File: src/rtl/riscv_pkg.sv
// Shared RISC-V front-end definitions: data width, canonical NOP and the
// fetch-stage state encoding. The FAULT state exists only when
// STAGE_IF_MISALIGN_CHECK_EN is defined.
package riscv_pkg;

  localparam int unsigned XLEN = 32;

  // addi x0, x0, 0
  localparam logic [XLEN-1:0] NOP_INSTR = 32'h0000_0013;

  typedef enum logic [2:0] {
    RST_WAIT,
    FETCH,
    HOLD,
    DRAIN
`ifdef STAGE_IF_MISALIGN_CHECK_EN
    , FAULT
`endif
  } fetch_state_t;

endpackage

File: src/rtl/stage_if_skid_buf.sv
// One-entry skid buffer holding a fetched word (and its PC) that arrived
// while decode was stalled.
module if_skid_buf
  import riscv_pkg::*;
(
  input  logic            clk,
  input  logic            rst_n,
  input  logic            load,
  input  logic            drain,
  input  logic            clear,
  input  logic [XLEN-1:0] in_data,
  input  logic [XLEN-1:0] in_pc,
  output logic            valid,
  output logic [XLEN-1:0] data,
  output logic [XLEN-1:0] pc
);

  // Capture on load; drain or clear empties the entry.
  always_ff @(posedge clk or negedge rst_n) begin
    if (!rst_n) begin
      valid <= 1'b0;
      data  <= '0;
      pc    <= '0;
    end else if (clear || drain) begin
      valid <= 1'b0;
    end else if (load) begin
      valid <= 1'b1;
      data  <= in_data;
      pc    <= in_pc;
    end
  end

endmodule

File: src/rtl/stage_if.sv
// Instruction fetch stage: drives a request/ack instruction memory port and
// the IF/ID pipeline register, with stall, redirect/flush and a one-entry
// skid buffer. Optional misaligned-redirect fault handling is enabled by
// defining STAGE_IF_MISALIGN_CHECK_EN.
module stage_if
  import riscv_pkg::*;
#(
  parameter logic [31:0] RESET_PC = 32'h0000_0000
) (
  input  logic        clk,
  input  logic        rst_n,
  input  logic        stall,
  input  logic        redirect_valid,
  input  logic [31:0] redirect_pc,
  output logic        imem_req,
  output logic [31:0] imem_addr,
  input  logic        imem_ack,
  input  logic [31:0] imem_rdata,
  output logic        if_valid,
  output logic [31:0] if_pc,
  output logic [31:0] if_instr,
  output logic        if_fault
);

  fetch_state_t state, state_next;
  logic [31:0]  pc, pc_next;
  logic [31:0]  pending_pc, pending_next;
  logic         valid_next;
  logic [31:0]  opc_next, instr_next;
  logic [31:0]  redir_tgt;
  logic         jump;
  logic [31:0]  jump_pc;
  logic         skid_load, skid_drain;
  logic         skid_valid;
  logic [31:0]  skid_data, skid_pc;

`ifdef STAGE_IF_MISALIGN_CHECK_EN
  logic fault_q, fault_next;
  assign redir_tgt = redirect_pc;
  assign if_fault  = fault_q;
`else
  assign redir_tgt = {redirect_pc[31:2], 2'b00};
  assign if_fault  = 1'b0;
`endif

  assign imem_req  = (state == FETCH) || (state == DRAIN);
  assign imem_addr = pc;

  if_skid_buf u_skid (
    .clk     (clk),
    .rst_n   (rst_n),
    .load    (skid_load),
    .drain   (skid_drain),
    .clear   (redirect_valid),
    .in_data (imem_rdata),
    .in_pc   (pc),
    .valid   (skid_valid),
    .data    (skid_data),
    .pc      (skid_pc)
  );

  // State and datapath registers.
  always_ff @(posedge clk or negedge rst_n) begin
    if (!rst_n) begin
      state      <= RST_WAIT;
      pc         <= RESET_PC;
      pending_pc <= '0;
      if_valid   <= 1'b0;
      if_pc      <= '0;
      if_instr   <= NOP_INSTR;
`ifdef STAGE_IF_MISALIGN_CHECK_EN
      fault_q    <= 1'b0;
`endif
    end else begin
      state      <= state_next;
      pc         <= pc_next;
      pending_pc <= pending_next;
      if_valid   <= valid_next;
      if_pc      <= opc_next;
      if_instr   <= instr_next;
`ifdef STAGE_IF_MISALIGN_CHECK_EN
      fault_q    <= fault_next;
`endif
    end
  end

  // Next-state and next-register logic. A redirect that can retarget the pc
  // immediately is funnelled through jump/jump_pc so the fault check lives
  // in one place.
  always_comb begin
    state_next   = state;
    pc_next      = pc;
    pending_next = pending_pc;
    valid_next   = if_valid;
    opc_next     = if_pc;
    instr_next   = if_instr;
    skid_load    = 1'b0;
    skid_drain   = 1'b0;
    jump         = 1'b0;
    jump_pc      = pc;
`ifdef STAGE_IF_MISALIGN_CHECK_EN
    fault_next   = fault_q;
`endif
    case (state)
      RST_WAIT: begin
        if (redirect_valid) begin
          jump    = 1'b1;
          jump_pc = redir_tgt;
        end else begin
          state_next = FETCH;
        end
      end
      FETCH: begin
        if (redirect_valid) begin
          if (imem_ack) begin
            jump    = 1'b1;
            jump_pc = redir_tgt;
          end else begin
            pending_next = redir_tgt;
            state_next   = DRAIN;
          end
        end else if (stall) begin
          if (imem_ack) begin
            skid_load  = 1'b1;
            state_next = HOLD;
          end
        end else if (imem_ack) begin
          valid_next = 1'b1;
          opc_next   = pc;
          instr_next = imem_rdata;
          pc_next    = pc + 32'd4;
        end else begin
          valid_next = 1'b0;
        end
      end
      HOLD: begin
        if (redirect_valid) begin
          jump    = 1'b1;
          jump_pc = redir_tgt;
        end else if (!stall) begin
          valid_next = skid_valid;
          opc_next   = skid_pc;
          instr_next = skid_data;
          skid_drain = 1'b1;
          pc_next    = pc + 32'd4;
          state_next = FETCH;
        end
      end
      DRAIN: begin
        if (redirect_valid) pending_next = redir_tgt;
        if (imem_ack) begin
          jump    = 1'b1;
          jump_pc = redirect_valid ? redir_tgt : pending_pc;
        end
      end
`ifdef STAGE_IF_MISALIGN_CHECK_EN
      FAULT: begin
        if (redirect_valid) begin
          jump    = 1'b1;
          jump_pc = redir_tgt;
        end
      end
`endif
      default: state_next = RST_WAIT;
    endcase

    if (redirect_valid) begin
      valid_next = 1'b0;
      instr_next = NOP_INSTR;
    end

    if (jump) begin
      pc_next    = jump_pc;
      state_next = FETCH;
`ifdef STAGE_IF_MISALIGN_CHECK_EN
      if (|jump_pc[1:0]) begin
        state_next = FAULT;
        fault_next = 1'b1;
      end else begin
        fault_next = 1'b0;
      end
`endif
    end
  end

endmodule

File: config.mk
export PLATFORM = sky130hd
export DESIGN_NAME = stage_if
export DESIGN_NICKNAME = d
export VERILOG_FILES = /design/src/rtl/riscv_pkg.sv /design/src/rtl/stage_if_skid_buf.sv /design/src/rtl/stage_if.sv
export SDC_FILE = /design/constraint.sdc
export NUM_CORES = 1
export LEC_CHECK = 0
export ABC_AREA = 1
export BUFFER_PORTS_ARGS = -buffer_cell sky130_fd_sc_hd__buf_2
export CORE_MARGIN = 8
export CORE_UTILIZATION = 56
export CTS_CLUSTER_SIZE = 8
export DETAILED_ROUTE_END_ITERATION = 12
export PLACE_DENSITY = 0.89
export SLEW_MARGIN = 20
export SYNTH_ARGS = -nofsm -noshare
export SYNTH_HDL_FRONTEND = slang
export SYNTH_SLANG_ARGS = --single-unit
File: constraint.sdc
create_clock -name clk -period 2.5 [get_ports clk]
set_clock_uncertainty 0.15 [all_clocks]
set_input_delay 0.375 -clock clk [delete_from_list [all_inputs] [get_ports clk]]
set_output_delay 0.375 -clock clk [all_outputs]
set_load 0.03 [all_outputs]
* After elaboration in Yosys (flattened, before gate mapping)
Cells that the tools add are included.
** Word-level totals
- Word-level logic and storage cells :: 105
- Output and inout port bits :: 99
- Register bits after elaboration :: 197
** Operators by class
- Multiplexer cells :: 52
- Equal/unequal tests :: 26
- Bitwise gates (word level) :: 1
- $add $sub $neg :: 1
- Reduce and logical (&&, ||, !) cells :: 16
** Operators with widths (count)
- $mux W32 :: 22
- $pmux W32 S2 :: 4
- $pmux W32 S3 :: 1
- $ne A3 B3 Y1 const B :: 11
- $add A32 B3 Y32 const B :: 1
- $mux W3 :: 8
- $ne A2 B2 Y1 const B :: 8
- $mux W1 :: 14
- $ne A4 B4 Y1 const B :: 3
- $pmux W3 S4 :: 1
- $reduce_and A11 Y1 :: 1
- $reduce_and A7 Y1 :: 1
- $eq A3 B2 Y1 const B :: 2
- $reduce_and A3 Y1 :: 2
- $reduce_and A6 Y1 :: 1
- $reduce_bool A2 Y1 :: 3
- $reduce_bool A3 Y1 :: 2
- $ne A4 B2 Y1 const B :: 1
- $reduce_and A4 Y1 :: 1
- $eq A3 B1 Y1 const B :: 1
- $logic_not A3 Y1 :: 1
- $pmux W1 S3 :: 1
- $logic_or A1 B1 Y1 :: 2
- $pmux W1 S2 :: 1
- other kinds (3) :: 3

* Longest topological paths before layout
Gate-level depths: netlist of the first run.
- Depth in word-level cells :: 6
- Gate-level depth with buffers :: 12
- Depth with buffers taken out :: 11

* Cells and area by module
From an unflattened synthesis of the first run, not the netlist that was laid out.
** Second synthesis, totals
- Cell total of the unflattened synthesis :: 1249
- Area, all modules :: 9700.6 µm²
** By module, submodules not included
- stage_if :: area an instance 7084.3 µm², times used 1, cells each 967
- if_skid_buf :: area an instance 2616.3 µm², times used 1, cells each 282

* Least setup slack after synthesis of the first run
Ideal clock, no wire load.
- Path type :: register to register
- From :: register pc[3], in the netlist imem_addr[3]
- To :: register pc[20], in the netlist imem_addr[20]
- Required time :: 2.237 ns
- Slack :: 0.513 ns
- Buffers on the path :: 0
- Period minus slack after synthesis :: 1.987 ns
- Stages on the path, launching flop included :: 11
- Arrival :: 1.724 ns
- Cells stage by stage :: dfrtp_1 ha_1 nand2_1 nor2_1 nand2_1 nor2_1 nand2_1 o21ai_0 nand2_1 nand2_1 inv_1
** On the way
- Longest elaborated chain between the ends :: 6
- Elaborated cells on any way between the ends :: 8
- Those cells by class :: 1 x add/sub; 7 x mux
** Ends and longest elaborated chain
- start, declared :: RTL line stage_if.sv:26 : logic [31:0] pc, pc_next;
- start signal, assigned :: RTL line stage_if.sv:76 : pc <= pc_next;
- $add A32 B3 Y32 * :: RTL line stage_if.sv:131, stage_if.sv:145
- $mux W32 :: RTL line stage_if.sv:127 : end else if (imem_ack) begin
- $mux W32 :: RTL line stage_if.sv:122 : end else if (stall) begin
- $mux W32 :: RTL line stage_if.sv:114 : if (redirect_valid) begin
- $pmux W32 S2 * :: RTL line stage_if.sv:104 : case (state)
- $mux W32 * :: RTL line stage_if.sv:172 : if (jump) begin
Every way passes the cells marked *; elsewhere a longest branch is shown, timed or not. The select of a mux whose other input is x is not followed.
A chain may end at the register's enable or synchronous reset.

* Worst setup path after layout of the first run
- From :: register state[0]
- To :: register pc[12], in the netlist imem_addr[12]
** On the way
- Longest elaborated chain between the ends :: 5
- Elaborated cells on any way between the ends :: 21
- Those cells by class :: 13 x eq/ne; 4 x mux; 4 x reduce/logical
** Ends and longest elaborated chain
- start, declared :: RTL line stage_if.sv:25 : fetch_state_t state, state_next;
- start signal, assigned :: RTL line stage_if.sv:75 : state <= state_next;
- $eq A3 B2 Y1 / $logic_not A3 Y1 (equally long branches) :: RTL line stage_if.sv:104
- $reduce_or A2 Y1 (no source line)
- $pmux W1 S3 :: RTL line stage_if.sv:104
- $ne A4 B2 Y1 (no source line), or another cell as far along
- $reduce_and A11 Y1 (no source line)
Parallel ways exist; a longest one is shown, timed or not.

==> results.sh, run 1 <==
export IMPL_status="completed"
export IMPL_clock_sinks=196
export IMPL_netlist_area_um2=9420
export IMPL_slowest_stage="nor2_2"
export IMPL_path_class="flop to flop"
export IMPL_yosys_area_share_adder_pct=0.133
export IMPL_hp_class="primary input to flop"
export IMPL_relSlewSlack_pct=34.5
export IMPL_finalHoldViolCount=0
export IMPL_tightest_slew_ns=0.981
export IMPL_synth_seq_area_share_pct=52.1
export IMPL_setup_violations_final=0
export IMPL_cp_max_fo=21
export IMPL_path_delay_family="simple AND/OR/NAND/NOR gates"
export IMPL_synth_xor_xnor_area_share_pct=0.279
export IMPL_cp_cell_sequence="nand2_1 > nor2_1 > nand2_1 > nand3_1 > nor2_2 > a31oi_1"
export IMPL_final_util_pct=67.7
export IMPL_first_pass_iters=6
export IMPL_final_cells=1623
export IMPL_critPathMaxStageDelay_ns=0.83
export IMPL_rows=47
export IMPL_maxCapViolCount=0
export IMPL_synth_nets=1308
export IMPL_end_kind="flop"
export IMPL_ir_drop_mv=0.700
export IMPL_leakage_nw=5.73
export IMPL_fin_crit_ns=2.39
export IMPL_rsz0062_at_grt="false"
export IMPL_antenna_found_initial=0
export IMPL_drive_above_1_share_pct=17.4
export IMPL_synth_top_family_by_area="simple AND/OR/NAND/NOR gates"
export IMPL_drc=0
export IMPL_synth_mux_area_fraction_pct=0
export IMPL_cp_arrival_ns=2.51
export IMPL_synth_compound_area_share_pct=16.0
export IMPL_cts_setup_buffers=0
export IMPL_die_area_um2=21200
export IMPL_dr_total_vias=8776
export IMPL_syn_area_per_cell_um2=7.61
export IMPL_finalSetupTns_ns=0
export IMPL_coreArea_um2=16500
export IMPL_drt_iter0_markers=884
export IMPL_synth_cell_types=30
export IMPL_clkTransAtPathRegs_ns=0.08
export IMPL_die_y_um=146
export IMPL_slew_viol_final=0
export IMPL_grt_total_usage_pct=24.3
export IMPL_cts_made_buffers=17
export IMPL_synth_seq_cells=196
export IMPL_place_hpwl_um=17700
export IMPL_antenna_left=0
export IMPL_grt_pass1_wl_um=42600
export IMPL_clockRootBuffer="clkbuf_16"
export IMPL_total_power_mw=13.5
export IMPL_path_buf_inv=0
export IMPL_diodes=0
export IMPL_insertion_delay_ns=0.44
export IMPL_finalCritPeriodShare_pct=95.4
export IMPL_grt_max_degree=107
export IMPL_cts_htree_levels=4
export IMPL_final_nets=1460
export IMPL_wl_um=25600
export IMPL_yosysWarnings=0
export IMPL_synthCells=1238
export IMPL_cpMostUsedCell="nand2_1"
export IMPL_cts_tree="done"
export IMPL_grt_ovfl_total=0
export IMPL_ios=168
export IMPL_grt_pass1_vias=8667
export IMPL_fmax_mhz=419
export IMPL_critPathRequiredTime_ns=2.62
export IMPL_die_w_um=146
export IMPL_setup_worst_path_start_class="flop"
export IMPL_synthSimpleGateAreaFrac_pct=23.1
export IMPL_finalWeightedCongestion=0.958
export IMPL_initial_core_util_pct=57.0
export IMPL_power_density_nw_per_um2=1210
export IMPL_routedWlPerCell_um=15.8
export IMPL_port_buffers=164
export IMPL_placedCellCount=1579
export IMPL_via_per_inst=5.41
export IMPL_area_growth_syn_to_layout_pct=18.7
export IMPL_clockBufferDepth=2
metrics by stage:
step	area (um2)	setup slack, ns	hold slack [ns]
3_5_place_dp	10400	0.178	0.279
4_1_cts	11200	0.184	0.000154
5_1_grt	11200	0.0351	0.00938
6_report	11200	0.115	0.00802
2_1_floorplan	9420	0.513	-0.0706
3_3_place_gp	10400	0.216	0.280
worst paths after layout:
check                                         startpoint                         end  slack (ns)  depth (start not counted)
worst max-delay path                state[0]$_DFFE_PN0P_   imem_addr[12]$_DFFE_PN0P_        0.11                          6
worst min-delay path                     redirect_pc[24]  pending_pc[24]$_DFFE_PN0P_       0.008                          3
worst max register to register      state[0]$_DFFE_PN0P_   imem_addr[12]$_DFFE_PN0P_        0.11                          6
worst min register to register  u_skid.pc[3]$_DFFE_PN0P_    u_skid.pc[3]$_DFFE_PN0P_        0.33                          2
max in group asynchronous                          rst_n    if_instr[31]$_DFFE_PN0P_        1.13                          3
min in group asynchronous                          rst_n    if_instr[20]$_DFFE_PN0P_        0.34                          2
layout by cell type (no fill, tap or decap), types with 4 or more instances in the layout:
| master | instances |
|---|---|
| inv_1 | 110 |
| nor2_1 | 129 |
| a31oi_1 | 38 |
| o21ai_0 | 131 |
| nand3_1 | 24 |
| o22ai_1 | 4 |
| buf_4 | 19 |
| nand2_1 | 400 |
| buf_2 | 163 |
| dfrtp_1 | 193 |
| clkbuf_16 | 17 |
| buf_12 | 5 |
| a21oi_1 | 38 |
| inv_2 | 9 |
| dlygate4sd3_1 | 11 |
| inv_6 | 7 |
| o21ai_1 | 70 |
routing by layer:
| layer | GRT usage [%] | vias up | share of wire (%) |
|---|---|---|---|
| met5 | 0 | - | 0 |
| met2 | 38.6 | 395 | 47 |
| met4 | 10.0 | 0 | 2.9 |
| met3 | 5.75 | 60 | 8.6 |
| li1 | - | 4251 | - |
| met1 | 31.3 | 4070 | 42 |
state kept, by name (all words and copies together) (netlist names):
name          flops
u_skid.data      32
u_skid.pc        32
if_valid          1
state             2
if_pc            32
u_skid.valid      1
if_instr         32
imem_addr        32
pending_pc       32
cell type report:
type	count	area (um2)
fillers	1317	5340
flip-flops and latches	196	4910
multi-input cells	856	3750
repair buffers	199	1180
inverters	120	452
clock buffers	17	425
well taps	220	275
clock inverters	15	191
cells in the mapped netlist:
cell type / count / area, um2
o21ai_0: 131 / 656
nor2_1: 130 / 488
buf_6: 1 / 11.3
buf_2: 26 / 130
a31oi_1: 38 / 238
nand3_1: 24 / 120
buf_1: 3 / 11.3
inv_2: 10 / 37.5
inv_1: 110 / 413
ha_1: 1 / 12.5
clkbuf_1: 28 / 105
o22ai_1: 4 / 25.0
nand2_2: 2 / 12.5
o21ai_1: 70 / 350
conb_1: 1 / 3.75
xor2_1: 3 / 26.3
nand4_2: 1 / 12.5
nor2_2: 1 / 6.26
buf_4: 9 / 67.6
a211oi_1: 2 / 15.0
nand3_2: 1 / 10.0
dfrtp_1: 193 / 4830
nand2_1: 400 / 1500
o211ai_1: 2 / 15.0
dfstp_2: 3 / 78.8
o2111ai_1: 1 / 8.76
a21oi_1: 39 / 195
nand4_1: 1 / 6.26
o21ai_2: 1 / 8.76
nor2_4: 2 / 22.5
worst register-to-register path: cells and delay by family (launching register included):
family	cells	cell delay (ns)
DFF	1	0.47
and+or+nand+nor	5	1.41
AOI/OAI and AO/OA	1	0.21
repair_timing:
item	CTS	global route
setup endpoints to repair	0	3
endpoints found under the hold margin	76	0
hold buffers	11	0
resized for setup	0	0
power by group:
| part | internal (mW) | switching (mW) |
|---|---|---|
| logic | 1.59 | 3.63 |
| registers | 4.43 | 1.01 |
| clock network | 1.60 | 1.28 |
| total | 7.63 | 5.91 |
logic make-up after synthesis:
logic type / Yosys count
adder cells (fa/ha/maj): 1
buffers and inverters: 187
AO/OA/AOI/OAI: 288
AND/OR/NAND/NOR: 562
flip-flops: 196
XOR/XNOR: 3
other: 1
No activity file was read; power rests on OpenSTA's default activity.
==> run 2: changes to the inputs <==
- CORE_ASPECT_RATIO: unset -> 0.75
- CTS_CLUSTER_DIAMETER: unset -> 60
- SETUP_SLACK_MARGIN: unset -> 0.4
==> run 2 against run 1 <==
  * Die area increased by 0.21%
  * Critical path depth grew 2
  * Routed wire length up 3.6%
  * Worst setup slack better by 0.39 ns
  * Core utilization down 0.78 points
  * Power up 0.76%
  * Clock power about the same
  * Cell area decreased by 0.57%
  * Critical endpoint is now if_pc[12]$_DFFE_PN0P_
==> results.sh, run 2 (synthesized netlist as in run 1, its figures left out) <==
export IMPL_status="completed"
export IMPL_grt_pass1_wl_um=42700
export IMPL_critPathMaxStageDelay_ns=0.46
export IMPL_cts_htree_levels=4
export IMPL_first_pass_iters=5
export IMPL_fillers=1389
export IMPL_leakage_nw=5.70
export IMPL_grt_max_degree=69
export IMPL_die_w_um=166
export IMPL_insertion_delay_ns=0.43
export IMPL_diodes=0
export IMPL_rows=41
export IMPL_final_nets=1448
export IMPL_hp_class="primary input to flop"
export IMPL_place_area_um2=10500
export IMPL_clkTransAtPathRegs_ns=0.08
export IMPL_cp_max_fo=35
export IMPL_multi_input_comb_area_um2=3750
export IMPL_setup_ws_ns=0.507
export IMPL_setup_worst_path_start_class="flop"
export IMPL_fin_crit_ns=1.99
export IMPL_dr_total_vias=8835
export IMPL_path_class="flop to flop"
export IMPL_port_buffers=164
export IMPL_total_power_mw=13.6
export IMPL_rsz0062_at_grt="false"
export IMPL_tightest_slew_ns=0.549
export IMPL_grt_ovfl_total=0
export IMPL_clockBufferDepth=2
export IMPL_setup_violations_final=0
export IMPL_busiest_layer="met2"
export IMPL_relSlewSlack_pct=63.4
export IMPL_clockRootBuffer="clkbuf_16"
export IMPL_final_common_cell="nand2_1"
export IMPL_slew_viol_final=0
export IMPL_fmax_mhz=502
export IMPL_design_area_um2=11100
export IMPL_wl_um=26500
export IMPL_seq_area_um2=4910
export IMPL_dp_slack_ns=0.347
export IMPL_place_hpwl_um=18900
export IMPL_maxCapViolCount=0
export IMPL_finalHoldViolCount=0
export IMPL_routedWlPerCell_um=16.5
export IMPL_drive_above_1_share_pct=17.4
export IMPL_finalWeightedCongestion=0.935
export IMPL_via_per_inst=5.50
export IMPL_grt_use_met2_pct=36.8
export IMPL_final_cell_mix="nand2_1 (400), dfrtp_1 (191), buf_2 (163), o21ai_0 (131), nor2_1 (128)"
export IMPL_use_met1_pct=35.2
export IMPL_power_density_nw_per_um2=1230
export IMPL_cp_cell_sequence="nor2_2 > inv_2 > o21ai_1 > nand3_1 > inv_4 > buf_12 > nor2_1 > a31oi_1"
export IMPL_die_area_um2=21300
export IMPL_area_growth_syn_to_layout_pct=18.0
export IMPL_slowest_stage="dfrtp_2"
export IMPL_die_y_um=128
export IMPL_cts_made_buffers=17
export IMPL_finalSetupTns_ns=0
export IMPL_initial_core_util_pct=56.7
export IMPL_use_met3_pct=6.59
export IMPL_cp_arrival_ns=2.19
export IMPL_critPathRequiredTime_ns=2.70
export IMPL_clock_sinks=196
export IMPL_ir_drop_mv=0.552
export IMPL_ios=168
export IMPL_grt_pass1_vias=8221
export IMPL_antenna_left=0
export IMPL_drc=0
export IMPL_end_kind="flop"
export IMPL_finalCritPeriodShare_pct=79.7
export IMPL_drt_iter0_markers=1130
export IMPL_coreArea_um2=16600
export IMPL_antenna_found_initial=3
export IMPL_cts_tree="done"
export IMPL_grt_total_usage_pct=24.6
## run 2: cell count changes in the layout (fill, tap and decap cells not counted), sizes merged
cell         before  now
buf             187  186
clkbuf           18   21
clkinv            3    4
clkinvlp          2    0
dlygate4sd3      11    1
inv             127  125
nor2            134  133
## run 2: final timing paths
check / from / to / slack (ns) / depth (start not counted)
worst max-delay path: state[0]$_DFFE_PN0P_ / if_pc[12]$_DFFE_PN0P_ / 0.51 / 8
worst min-delay path: imem_rdata[0] / u_skid.data[0]$_DFFE_PN0P_ / 0.01 / 3
worst max register to register: state[0]$_DFFE_PN0P_ / if_pc[12]$_DFFE_PN0P_ / 0.51 / 8
worst min register to register: if_instr[23]$_DFFE_PN0P_ / if_instr[23]$_DFFE_PN0P_ / 0.33 / 2
max in group asynchronous: rst_n / state[0]$_DFFE_PN0P_ / 1.13 / 3
min in group asynchronous: rst_n / if_pc[22]$_DFFE_PN0P_ / 0.33 / 2
## run 2: per-layer routing
metal,wire [um],part of all wire (%)
met5,32,0.12
met4,300,1.1
met3,2390,9.0
met2,11800,44
met1,12000,45
## run 2: where the power goes
group / switching [mW] / leakage, nW / internal (mW)
sequential: 1.02 / 2.39 / 4.44
clock: 1.25 / 0.296 / 1.61
combinational: 3.70 / 3.01 / 1.63
total: 5.97 / 5.70 / 7.67
## run 2: through the flow
step / hold slack, ns / instances / utilization [%]
5_1_grt: 0.0186 / 1606 / 66.9
3_3_place_gp: 0.244 / 1573 / 63.0
3_5_place_dp: 0.245 / 1573 / 63.0
2_1_floorplan: -0.0706 / 1238 / -
4_1_cts: 0.000827 / 1606 / 66.7
6_report: 0.0145 / 1606 / 66.9
## run 2: final cells by class
class,instances,share of cell area [%]
sequential,196,44.2
multi-input combinational,855,33.7
timing repair buffer,188,10.0
inverter,120,4.15
clock buffer,20,3.93
tap,215,2.42
clock inverter,12,1.54
## run 2: worst max-delay path, delay by kind of cell, from the launching register on
family	cells	cell delay (ns)
AO/OA/AOI/OAI	2	0.32
AND/OR/NAND/NOR	3	0.48
flip-flops	1	0.46
buffers and inverters	3	0.48
## run 2: timing repair
item                                   in CTS  in global routing
setup buffers                               0                  0
gates resized for setup                     0                 11
endpoints found under the hold margin      55                  0
setup endpoints to repair                   0                 44
hold buffers                                1                  0
